--- config.mk ---
export PLATFORM = sky130hd
export DESIGN_NAME = mrd_stage_sched
export DESIGN_NICKNAME = d
export VERILOG_FILES = /design/src/rtl/mrd_stage_sched.sv
export SDC_FILE = /design/constraint.sdc
export NUM_CORES = 1
export LEC_CHECK = 0
export CAP_MARGIN = 5
export CORE_MARGIN = 4
export CORE_UTILIZATION = 59
export DETAILED_ROUTE_END_ITERATION = 10
export PLACE_DENSITY = 0.95
export SETUP_SLACK_MARGIN = 0.1
export SLEW_MARGIN = 25
export SYNTH_ARGS = -nofsm -noshare
export SYNTH_HDL_FRONTEND = slang
export SYNTH_SLANG_ARGS = --single-unit
--- constraint.sdc ---
create_clock -name clk -period 4.85 [get_ports clk]
set_clock_uncertainty 0.2 [all_clocks]
set_input_delay 0.7275 -clock clk [delete_from_list [all_inputs] [get_ports clk]]
set_output_delay 0.7275 -clock clk [all_outputs]
set_load 0.02 [all_outputs]
--- src/rtl/mrd_stage_sched.sv ---
// mrd_stage_sched: stage sequencer issuing butterfly-group reads per radix stage, holding each stage until write-back completes
module mrd_stage_sched #(
  parameter int MAX_STAGES = 6,
  parameter int wCNT = 11
) (
  input  logic                    clk,
  input  logic                    rst_n,
  input  logic                    start,
  input  logic                    inverse,
  input  logic [wCNT-1:0]         n_points,
  input  logic [2:0]              n_stages,
  input  logic [3*MAX_STAGES-1:0] factors,
  input  logic                    stall,
  input  logic                    wb_val,
  output logic                    rd_val,
  output logic [wCNT-1:0]         rd_grp,
  output logic [2:0]              factor,
  output logic [2:0]              cnt_stage,
  output logic                    inverse_out,
  output logic                    busy,
  output logic                    stage_end,
  output logic                    done,
  output logic                    cfg_err,
  output logic                    wb_err
);
  typedef enum logic [2:0] {IDLE, ISSUE, DRAIN, NEXT, DONE} state_t;
  localparam logic [3:0]      MAX_S = 4'(MAX_STAGES);
  localparam logic [wCNT-1:0] ONE   = wCNT'(1);
  state_t                    state;
  logic [wCNT-1:0]           grp_cnt, pts_cnt, wb_cnt, n_points_q;
  logic [2:0]                n_stages_q;
  logic [3*MAX_STAGES-1:0]   factors_q;
  logic                      cfg_bad, issue, last_rd, wb_act, wb_ok, complete;
  assign issue     = state == ISSUE && !stall;
  assign last_rd   = issue && ({1'b0, pts_cnt} + {{(wCNT-2){1'b0}}, factor} >= {1'b0, n_points_q});
  assign wb_act    = wb_val && (state == ISSUE || state == DRAIN);
  assign wb_ok     = wb_act && wb_cnt != grp_cnt;
  assign complete  = state == DRAIN && (wb_cnt == grp_cnt || (wb_ok && wb_cnt + ONE == grp_cnt));
  assign rd_val    = issue;
  assign rd_grp    = grp_cnt;
  assign busy      = state != IDLE;
  assign stage_end = complete;
  assign done      = state == DONE;
  // reject a start whose stage count, size or any active-stage radix is unusable
  always_comb begin
    cfg_bad = n_stages == 3'd0 || {1'b0, n_stages} > MAX_S || n_points == '0;
    for (int k = 0; k < MAX_STAGES; k++)
      if (k < int'(n_stages) && (factors[3*k +: 3] < 3'd2 || factors[3*k +: 3] > 3'd5)) cfg_bad = 1'b1;
  end
  // stage sequencing, group/point/write-back counters and latched configuration
  always_ff @(posedge clk) begin
    if (!rst_n) begin
      state       <= IDLE;
      grp_cnt     <= '0;
      pts_cnt     <= '0;
      wb_cnt      <= '0;
      n_points_q  <= '0;
      n_stages_q  <= '0;
      factors_q   <= '0;
      factor      <= '0;
      cnt_stage   <= '0;
      inverse_out <= 1'b0;
      cfg_err     <= 1'b0;
      wb_err      <= 1'b0;
    end else begin
      cfg_err <= 1'b0;
      if (wb_act && !wb_ok) wb_err <= 1'b1;
      if (wb_ok) wb_cnt <= wb_cnt + ONE;
      if (issue) begin
        grp_cnt <= grp_cnt + ONE;
        pts_cnt <= pts_cnt + {{(wCNT-3){1'b0}}, factor};
      end
      case (state)
        IDLE: if (start) begin
          if (cfg_bad) cfg_err <= 1'b1;
          else begin
            n_points_q  <= n_points;
            n_stages_q  <= n_stages;
            factors_q   <= factors;
            inverse_out <= inverse;
            factor      <= factors[2:0];
            cnt_stage   <= '0;
            grp_cnt     <= '0;
            pts_cnt     <= '0;
            wb_cnt      <= '0;
            wb_err      <= 1'b0;
            state       <= ISSUE;
          end
        end
        ISSUE: if (last_rd) state <= DRAIN;
        DRAIN: if (complete) state <= cnt_stage == n_stages_q - 3'd1 ? DONE : NEXT;
        NEXT: begin
          cnt_stage <= cnt_stage + 3'd1;
          factor    <= factors_q[3*(int'(cnt_stage)+1) +: 3];
          grp_cnt   <= '0;
          pts_cnt   <= '0;
          wb_cnt    <= '0;
          state     <= ISSUE;
        end
        DONE: state <= IDLE;
        default: state <= IDLE;
      endcase
    end
  end
endmodule

==> results.txt, run 1 <==
outcome: complete, no violations
Max clock buf depth: 2
Top Ports: 62
FF-to-FF setup slack: 1.37 ns
DP Area: 4890 sq um
P&R area growth vs syn: 19.4%
Worst-Margin Slew: 0.902 ns
routed wire length: 10400 um
Worst Setup End Kind: output port
clock sink count: 74
CTS Buf Count: 9
P_leak: 2.04 nW
Highest Signal Layer: met4
CTS resizes: 0
Fin Setup TNS: 0 ns
Synthesized Nets: 561
CTS H-tree lvls: 3
Buffers on Ports: 61
fillcell total: 463
length of the first detailed-routing pass in iterations: 5
post-synthesis cell type count: 57
Post-Synthesis Cells: 504
Most used DFF post-synth: dfxtp_1
Die ar.: 8700 sq um
global-route wire length before repair: 17300 um
Critical Path Source Type: flip-flop
share of flip-flops with an asynchronous set or reset: 0%
final non-filler cell total: 649
EDFF count, synth: 0
post-route ant nets: 0
Clk pin slew, worst setup/hold paths: 0.08 ns
Max Cap Viol: 0
Initial Utilization: 61.8%
die width: 93.3 um
Site Rows: 30
DR iter-0 viols: 275
gpl congestion: 0.930
Post-Place Cells: 634
final hold vios: 0
Final nets: 606
vias per inst: 5.85
min Tclk post-route: 4.12 ns
CTS Hold Bufs: 0
core area: 6940 sq um
antenna cells: 0
Final HPWL DP: 7550 um
register area share after synthesis: 34.5%
Post-CTS Setup Inserts: 0
Overall Power: 1.46 mW
flop and latch count out of synthesis: 74
GRT overflow: 0
vias post-DR: 3798
Post-synth top cells: nor2_1, dfxtp_1, xnor2_1
HP Class: flip-flop to flip-flop
worst path arrival time: 3.19 ns
Worst VDD drop: 0.174 mV
WS Path Type: flip-flop to output port
power density cells: 284 nW/um^2
fin crit share: 84.9%
clk root buf: clkbuf_8
yosys warns: 0
CP max FO: 12
vias in the first global route: 3755
Max Slew Vio Count: 0
Synth top area share: 34.5%
main area contributors after synthesis: dfxtp_1, xnor2_1, mux2i_1
met1 WL: 4310 um
worst-skew pair later-pin latency: 0.34 ns
RSZ-0062 raised after global routing: false
Final setup viols: 0
initial antenna violation count: 0
final instance area: 5130 sq um
most common cell in the synthesized netlist: nor2_1
Die Y: 93.3 um
layout cells sized above 1: 4.70%
Worst EP required: 3.92 ns
met2 WL: 5260 um
post-DR wirelength/cell: 16.0 um
CTS tree: built
aggregate global-route resource usage: 24.6%
FMAX: 243 MHz
Synth area leader: dfxtp_1
mapped cell area: 4290 sq um
number of remaining DRC errors: 0
Slew headroom: 39.4%
pin count of the biggest net entering global routing: 34
Met3 Wirelength: 631 um
Mapped Avg Cell Area: 8.52 sq um
[state kept, by name, indices dropped and copies added (netlist names)]
signal       flops
cfg_err          1
pts_cnt         11
factor           3
wb_err           1
factors_q       15
state            3
wb_cnt          11
rd_grp          11
n_points_q      11
inverse_out      1
cnt_stage        3
n_stages_q       3
[worst paths after layout]
kind,from,to,cells after the start
worst min register to register,pts_cnt[0]$_SDFF_PN0_,pts_cnt[0]$_SDFF_PN0_,2
worst min-delay path,pts_cnt[0]$_SDFF_PN0_,pts_cnt[0]$_SDFF_PN0_,2
worst max-delay path,wb_cnt[0]$_SDFF_PN0_,stage_end,8
worst max register to register,factor[0]$_SDFFE_PN0P_,state[0]$_SDFFE_PN0P_,14
[cell usage in the layout (no fill, tap or decap), types with 4 or more instances in the layout]
| cell type | n |
|---|---|
| clkbuf_8 | 10 |
| inv_1 | 23 |
| clkdlybuf4s50_1 | 61 |
| mux2i_1 | 36 |
| o21ai_0 | 6 |
| dfxtp_1 | 74 |
| nor3_1 | 13 |
| nor3b_1 | 4 |
| o31ai_1 | 4 |
| nor2_1 | 81 |
| ha_1 | 18 |
| nand3_1 | 20 |
| xnor2_1 | 45 |
| a21oi_1 | 17 |
| nand4_1 | 14 |
| nor2b_1 | 5 |
| buf_4 | 4 |
| nand2_1 | 26 |
| xor2_1 | 19 |
| nand2b_1 | 7 |
[metal layers]
metal,vias to the layer above,GRT usage (%)
li1,1824,-
met1,1791,30.7
met2,157,41.9
met3,26,4.18
met4,0,10.1
met5,-,0
[layout make-up]
class                   count  area [sq um]  share of cell area, %
flip-flops and latches     74          1480                   28.9
clock buffers              10           138                   2.68
multi-input cells         374          2550                   49.8
clock inverters             5           103                   2.00
inverters                  25          93.8                   1.83
repair buffers             65           641                   12.5
well taps                  96           120                   2.34
[cell families after synthesis]
group / synth area share (%)
xor+xnor: 13.1
compound gates: 10.4
buf+inv: 6.06
flops: 34.5
fa+ha+maj: 5.98
simple gates: 21.1
mux: 8.92
[power by group]
group	switching [mW]	internal (mW)	leakage [nW]
clock network	0.231	0.352	0.118
logic	0.123	0.107	1.32
registers	0.0185	0.627	0.598
total	0.372	1.09	2.04
[metrics by stage]
stage | worst slack [ns] | hold WS, ns | utilization [%]
2_1_floorplan | 1.74 | 0.240 | -
3_3_place_gp | 1.12 | 0.251 | 70.4
3_5_place_dp | 1.02 | 0.259 | 70.4
4_1_cts | 0.826 | 0.274 | 73.8
5_1_grt | 0.645 | 0.289 | 73.8
6_report | 0.735 | 0.275 | 73.8
[worst max-delay path: stages (launching register included)]
cell and delay (ns):
dfxtp_1 0.52, ha_1 0.49, nor2b_1 0.23, a31o_2 0.18, nand4_1 0.08, nor4_1 0.44
a31oi_1 0.17, nor2_1 0.12, clkdlybuf4s50_1 0.61
No activity file was read; power rests on OpenSTA's default activity.
==> inputs of run 2 (changes only) <==
--- a/config.mk
+++ b/config.mk
@@ -7,9 +7,9 @@
 export LEC_CHECK = 0
 export CAP_MARGIN = 5
 export CORE_MARGIN = 4
-export CORE_UTILIZATION = 59
+export CORE_UTILIZATION = 55
 export DETAILED_ROUTE_END_ITERATION = 10
-export PLACE_DENSITY = 0.95
+export PLACE_DENSITY = 0.93
 export SETUP_SLACK_MARGIN = 0.1
 export SLEW_MARGIN = 25
 export SYNTH_ARGS = -nofsm -noshare
==> constraint.sdc (replaced) <==
create_clock -name clk -period 4 [get_ports clk]
set_clock_uncertainty 0.2 [all_clocks]
set_input_delay 0.6 -clock clk [delete_from_list [all_inputs] [get_ports clk]]
set_output_delay 0.6 -clock clk [all_outputs]
set_load 0.02 [all_outputs]
==> run 2 against run 1 <==
- via count is 0.95% lower
- first-iteration DRC count shrank 4.7%
- sequential share of layout area decreased by 0.17 points
- die area up 6.6%
- core utilization fell by 4.2 points
- global-route usage is 0.77 points lower
- highest routed layer unchanged
- non-clock buffer count rose by 2
- combinational power grew 22%
- total power grew 21%
==> results.txt, run 2 (synthesized netlist as in run 1, its figures left out) <==
post-route ant nets: 0 (unchanged)
die width: 96.3 um (was 93.3 um)
Worst-Margin Slew: 1.00 ns (was 0.902 ns)
met2 WL: 5140 um (was 5260 um)
Post-Place Cells: 639 (was 634)
CTS Hold Bufs: 0 (unchanged)
Flop pwr share: 44.3% (about the same)
worst hold slack: 0.278 ns (was 0.275 ns)
Final HPWL DP: 7480 um (was 7550 um)
routed wire length: 10300 um (was 10400 um)
Clk pin slew, worst setup/hold paths: 0.08 ns (about the same)
Cell Int Power: 1.31 mW (was 1.09 mW)
Final setup viols: 0 (unchanged)
DP Worst Slack: 0.453 ns (was 1.02 ns)
worst-skew pair later-pin latency: 0.35 ns (was 0.34 ns)
vias per inst: 5.74 (was 5.85)
clock sink count: 74 (unchanged)
final worst setup slack: 0.231 ns (was 0.735 ns)
final hold vios: 0 (unchanged)
Max Slew Vio Count: 0 (unchanged)
Sw Ratio: 25.9% (was 25.5%)
most common cell after layout, fill and taps aside: nor2_1 (unchanged)
worst path arrival time: 2.97 ns (was 3.19 ns)
met1 WL: 4340 um (was 4310 um)
aggregate global-route resource usage: 23.9% (was 24.6%)
outcome: complete, no violations (unchanged)
Worst VDD drop: 0.183 mV (was 0.174 mV)
Top Ports: 62 (unchanged)
CP max stage cell: clkdlybuf4s50_1 (unchanged)
Initial Utilization: 57.9% (was 61.8%)
HP Class: flip-flop to flip-flop (unchanged)
length of the first detailed-routing pass in iterations: 5 (unchanged)
number of remaining DRC errors: 0 (unchanged)
Critical Path Source Type: flip-flop (unchanged)
vias post-DR: 3762 (was 3798)
CTS H-tree lvls: 3 (unchanged)
vias in the first global route: 3834 (was 3755)
Worst path top cell family by delay: simple AND/OR/NAND/NOR gates (unchanged)
antenna cells: 0 (unchanged)
CP max FO: 12 (unchanged)
Die Y: 96.3 um (was 93.3 um)
clk root buf: clkbuf_8 (unchanged)
core area: 7410 sq um (was 6940 sq um)
Largest Register: factors_q (unchanged)
pin count of the biggest net entering global routing: 34 (unchanged)
Comb power frac: 15.9% (was 15.8%)
RSZ-0062 raised after global routing: false (unchanged)
Die ar.: 9280 sq um (was 8700 sq um)
P&R area growth vs syn: 20.3% (was 19.4%)
min Tclk post-route: 3.77 ns
final instance area: 5160 sq um (was 5130 sq um)
DP Area: 4910 sq um (was 4890 sq um)
global-route wire length before repair: 17400 um (was 17300 um)
DR iter-0 viols: 262 (was 275)
fin crit share: 94.2%
Buf/Inv on CP: 1 (unchanged)
Crit path largest cell delay: 0.61 ns (about the same)
layout cells sized above 1: 5.40% (was 4.70%)
Worst Setup End Kind: output port (unchanged)
Clock power frac: 39.8% (was 40.0%)
initial antenna violation count: 0 (unchanged)
GRT overflow: 0 (unchanged)
FMAX: 265 MHz
gpl congestion: 0.891 (was 0.930)
Net Switching: 0.459 mW (was 0.372 mW)
Slew headroom: 32.5% (was 39.4%)
Worst EP required: 3.20 ns (was 3.92 ns)
P_leak: 2.04 nW (about the same)
Site Rows: 31 (was 30)
final non-filler cell total: 655 (was 649)
post-DR wirelength/cell: 15.7 um (was 16.0 um)
fillcell total: 544 (was 463)
Buffers on Ports: 61 (unchanged)
most frequent cells in the layout: nor2_1, dfxtp_1, clkdlybuf4s50_1, xnor2_1, mux2i_1 (unchanged)
worst-path cell chain: ha_4 -> nor3b_1 -> o21ai_0 -> o311a_1 -> nor4_1 -> a31oi_1 -> nor2_1 -> clkdlybuf4s50_1 (was ha_1 -> nor2b_1 -> a31o_2 -> nand4_1 -> nor4_1 -> a31oi_1 -> nor2_1 -> clkdlybuf4s50_1)
max reg flops: 15 (unchanged)
Met3 Wirelength: 635 um (was 631 um)
Highest Signal Layer: met4 (unchanged)
Post-CTS Setup Inserts: 0 (unchanged)
WS Path Type: flip-flop to output port (unchanged)
power density cells: 342 nW/um^2 (was 284 nW/um^2)
Max clock buf depth: 2 (unchanged)
Fin Setup TNS: 0 ns (unchanged)
CTS tree: built (unchanged)
Max Cap Viol: 0 (unchanged)
Final nets: 608 (was 606)
CTS Buf Count: 9 (unchanged)
## run 2: worst reg2reg max path, cell delays in order, from the launching register on
cell,delay [ns]
dfxtp_1,0.40
ha_1,0.24
inv_1,0.07
fa_1,0.40
nor2b_1,0.17
o21a_1,0.21
nand3_1,0.12
xnor2_1,0.14
ha_1,0.29
a21o_1,0.19
a211o_1,0.30
a211oi_1,0.17
o211ai_1,0.17
nor2_1,0.13
a31o_1,0.11
## run 2: per-stage QoR
stage	util, %	total power [mW]
floorplan	-	0.969
global placement	66.2	1.07
detailed placement	66.2	1.08
CTS	69.5	1.78
global route	69.7	1.84
finish	69.7	1.77
## run 2: per-layer routing
| layer | vias to the layer above | GRT usage, % |
|---|---|---|
| met4 | 0 | 11.0 |
| met1 | 1783 | 29.6 |
| met3 | 22 | 4.38 |
| met2 | 128 | 40.0 |
| met5 | - | 0 |
| li1 | 1829 | - |
## run 2: power groups by stage
stage | clock (mW) | sequential [mW] | combinational, mW
after floorplan | 0 | 0.802 | 0.168
after global placement | 0 | 0.798 | 0.267
after detailed placement | 0 | 0.800 | 0.276
after CTS | 0.714 | 0.782 | 0.279
after global routing | 0.747 | 0.786 | 0.308
final | 0.704 | 0.783 | 0.281
## run 2: area by class of cell
class / instances / area [sq um] / area share, %
inverter: 25 / 93.8 / 1.82
tap: 99 / 124 / 2.40
multi-input combinational: 374 / 2560 / 49.7
clock inverter: 6 / 115 / 2.23
sequential: 74 / 1480 / 28.7
timing repair buffer: 67 / 656 / 12.7
clock buffer: 10 / 128 / 2.47
## run 2: worst paths after layout
path | startpoint | endpoint | slack [ns] | depth (start not counted)
worst max-delay path | wb_cnt[1]$_SDFF_PN0_ | stage_end | 0.23 | 8
worst min-delay path | pts_cnt[0]$_SDFF_PN0_ | pts_cnt[0]$_SDFF_PN0_ | 0.28 | 2
worst max register to register | factor[0]$_SDFFE_PN0P_ | state[0]$_SDFFE_PN0P_ | 0.65 | 14
worst min register to register | pts_cnt[0]$_SDFF_PN0_ | pts_cnt[0]$_SDFF_PN0_ | 0.28 | 2
## run 2: repair_timing
action | CTS | global route
resized for setup | 1 | 2
gates cloned | 0 | 0
setup endpoints to repair | 1 | 1
==> inputs of run 3 (changes only) <==
--- a/config.mk
+++ b/config.mk
@@ -9,6 +9,7 @@
 export CORE_MARGIN = 4
 export CORE_UTILIZATION = 55
 export DETAILED_ROUTE_END_ITERATION = 10
+export GPL_TIMING_DRIVEN = 0
 export PLACE_DENSITY = 0.93
 export SETUP_SLACK_MARGIN = 0.1
 export SLEW_MARGIN = 25
==> run 3 against run 2 <==
- non-clock buffer count is 24 higher
- first-iteration DRC count rose by 28%
- critical path depth is the same
- final cell count grew 3.5%
- wire length up 7.3%
- cell area rose by 1.1%
- count of clock-buffer cells in the layout grew 1
- register-to-register slack got worse by 0.26 ns
- global-route usage grew 1.5 points
- sequential share of layout area shrank 0.33 points
- combinational power increased by 5%
- via count is 5.6% higher
- critical path type is now primary input to output port
==> results.txt, run 3 (synthesized netlist as in run 1, its figures left out) <==
CTS Buf Count: 9 (unchanged)
Max Slew Vio Count: 0 (unchanged)
clock sink count: 74 (unchanged)
Top cell by count, worst path: clkdlybuf4s50_1
max reg flops: 15 (unchanged)
fillcell total: 531 (was 544)
Top Ports: 62 (unchanged)
Hold Startpoint: pts_cnt[2]$_SDFF_PN0_ (was pts_cnt[0]$_SDFF_PN0_)
worst path arrival time: 2.88 ns (was 2.97 ns)
Fin Setup TNS: 0 ns (unchanged)
Slew headroom: 38.2% (was 32.5%)
Max Cap Viol: 0 (unchanged)
final non-filler cell total: 678 (was 655)
clk root buf: clkbuf_8 (unchanged)
Worst EP required: 3.20 ns (about the same)
vias in the first global route: 4059 (was 3834)
post-route ant nets: 0 (unchanged)
Worst VDD drop: 0.190 mV (was 0.183 mV)
final hold vios: 0 (unchanged)
number of remaining DRC errors: 0 (unchanged)
hold endpoint: pts_cnt[2]$_SDFF_PN0_ (was pts_cnt[0]$_SDFF_PN0_)
vias post-DR: 3972 (was 3762)
antenna cells: 0 (unchanged)
multi-input combinational cell area: 2560 sq um (about the same)
CTS resizes: 0 (was 1)
Critical Path Source Type: primary input (was flip-flop)
FF-to-FF setup slack: 0.39 ns (was 0.65 ns)
length of the first detailed-routing pass in iterations: 4 (was 5)
most frequent cells in the layout: nor2_1, dfxtp_1, clkdlybuf4s50_1, xnor2_1, mux2i_1 (unchanged)
CP max stage cell: clkdlybuf4s50_1 (unchanged)
DR iter-0 viols: 336 (was 262)
Clk pin slew, worst setup/hold paths: 0.08 ns (about the same)
FMAX: 272 MHz (was 265 MHz)
gpl congestion: 0.895 (was 0.891)
Die ar.: 9280 sq um (unchanged)
Overall Power: 1.67 mW (was 1.77 mW)
Final nets: 632 (was 608)
Hold Path Depth: 2 (unchanged)
WS Path Type: primary input to output port (was flip-flop to output port)
Worst-Margin Slew: 0.919 ns (was 1.00 ns)
Final HPWL DP: 8150 um (was 7480 um)
Initial Utilization: 57.9% (unchanged)
reg2reg end: state[0]$_SDFFE_PN0P_ (unchanged)
worst-skew pair later-pin latency: 0.36 ns (was 0.35 ns)
FF-to-FF Start: factor[0]$_SDFFE_PN0P_ (unchanged)
FF-to-FF path depth: 14 (unchanged)
die width: 96.3 um (unchanged)
Buffers on Ports: 60 (was 61)
Crit path largest cell delay: 0.62 ns (was 0.61 ns)
GRT overflow: 0 (unchanged)
Max clock buf depth: 2 (unchanged)
P&R area growth vs syn: 21.5% (was 20.3%)
Post-CTS Setup Inserts: 0 (unchanged)
RSZ-0062 raised after global routing: false (unchanged)
CTS tree: built (unchanged)
most common cell after layout, fill and taps aside: nor2_1 (unchanged)
CTS Hold Bufs: 0 (unchanged)
Site Rows: 31 (unchanged)
global-route wire length before repair: 18400 um (was 17400 um)
Storage cell area: 1480 sq um (about the same)
min Tclk post-route: 3.68 ns (was 3.77 ns)
power density cells: 319 nW/um^2 (was 342 nW/um^2)
initial antenna violation count: 0 (unchanged)
Final setup viols: 0 (unchanged)
outcome: complete, no violations (unchanged)
vias per inst: 5.86 (was 5.74)
Largest Register: factors_q (unchanged)
worst-path cell chain: clkdlybuf4s50_1 -> nand2b_1 -> a21oi_1 -> nand4_1 -> nor4_2 -> a31oi_1 -> nor2_1 -> clkdlybuf4s50_1 (was ha_4 -> nor3b_1 -> o21ai_0 -> o311a_1 -> nor4_1 -> a31oi_1 -> nor2_1 -> clkdlybuf4s50_1)
CTS H-tree lvls: 3 (unchanged)
Die Y: 96.3 um (unchanged)
post-DR wirelength/cell: 16.3 um (was 15.7 um)
Post-Place Cells: 663 (was 639)
core area: 7410 sq um (unchanged)
P_leak: 2.10 nW (was 2.04 nW)
Worst Setup End Kind: output port (unchanged)
CP max FO: 4 (was 12)
HP Class: flip-flop to flip-flop (unchanged)
layout cells sized above 1: 6.56% (was 5.40%)
aggregate global-route resource usage: 25.3% (was 23.9%)
fin crit share: 92.0% (was 94.2%)
pin count of the biggest net entering global routing: 13 (was 34)
routed wire length: 11000 um (was 10300 um)
## run 3: cell types whose count changed in the layout (fill, tap and decap cells not counted), moves of 2 or more
cell,previous run,this run
buf_6,0,4
buf_4,6,2
bufinv_16,3,1
clkbuf_1,1,15
buf_2,0,10
## run 3: stage by stage
step	setup slack, ns	util (%)	hold WS [ns]	area [sq um]
3_5_place_dp	0.224	67.7	0.253	5020
5_1_grt	0.160	70.4	0.317	5220
6_report	0.318	70.4	0.268	5220
2_1_floorplan	0.888	-	0.240	4290
4_1_cts	0.214	70.3	0.264	5210
3_3_place_gp	0.258	67.7	0.249	5020
## run 3: worst max-delay path by stage
stage | cells after the start | from | endpoint
final | 8 | wb_val | stage_end
after floorplan | 14 | factor[0]$_SDFFE_PN0P_ | state[0]$_SDFFE_PN0P_
after detailed placement | 8 | wb_val | stage_end
after CTS | 8 | wb_val | stage_end
after global placement | 8 | wb_val | stage_end
after global routing | 9 | wb_cnt[0]$_SDFF_PN0_ | stage_end
## run 3: where the power goes
part | internal [mW] | switching, mW | total, mW
combinational | 0.135 | 0.159 | 0.295
sequential | 0.761 | 0.0217 | 0.782
clock | 0.303 | 0.286 | 0.589
## run 3: metal layers
metal  global-route usage [%]  vias up  share of wire (%)
met5                        0        -                  0
li1                         -     1882                  -
met4                     10.7        0                2.6
met2                     43.3      172                 49
met3                     4.69       33                6.7
met1                     31.1     1885                 41
## run 3: layout make-up
class                      instances  share of cell area [%]
sequential                        74                    28.4
timing repair buffer              60                    11.5
tap                               99                    2.37
clock inverter                     4                    1.01
buffer                            31                    3.19
multi-input combinational        374                    49.0
clock buffer                      11                    2.71
inverter                          25                    1.80
## run 3: critical path, delay by kind of cell
kind | cells | cell delay [ns]
compound gates | 2 | 0.45
buf+inv | 2 | 1.08
simple gates | 4 | 0.73
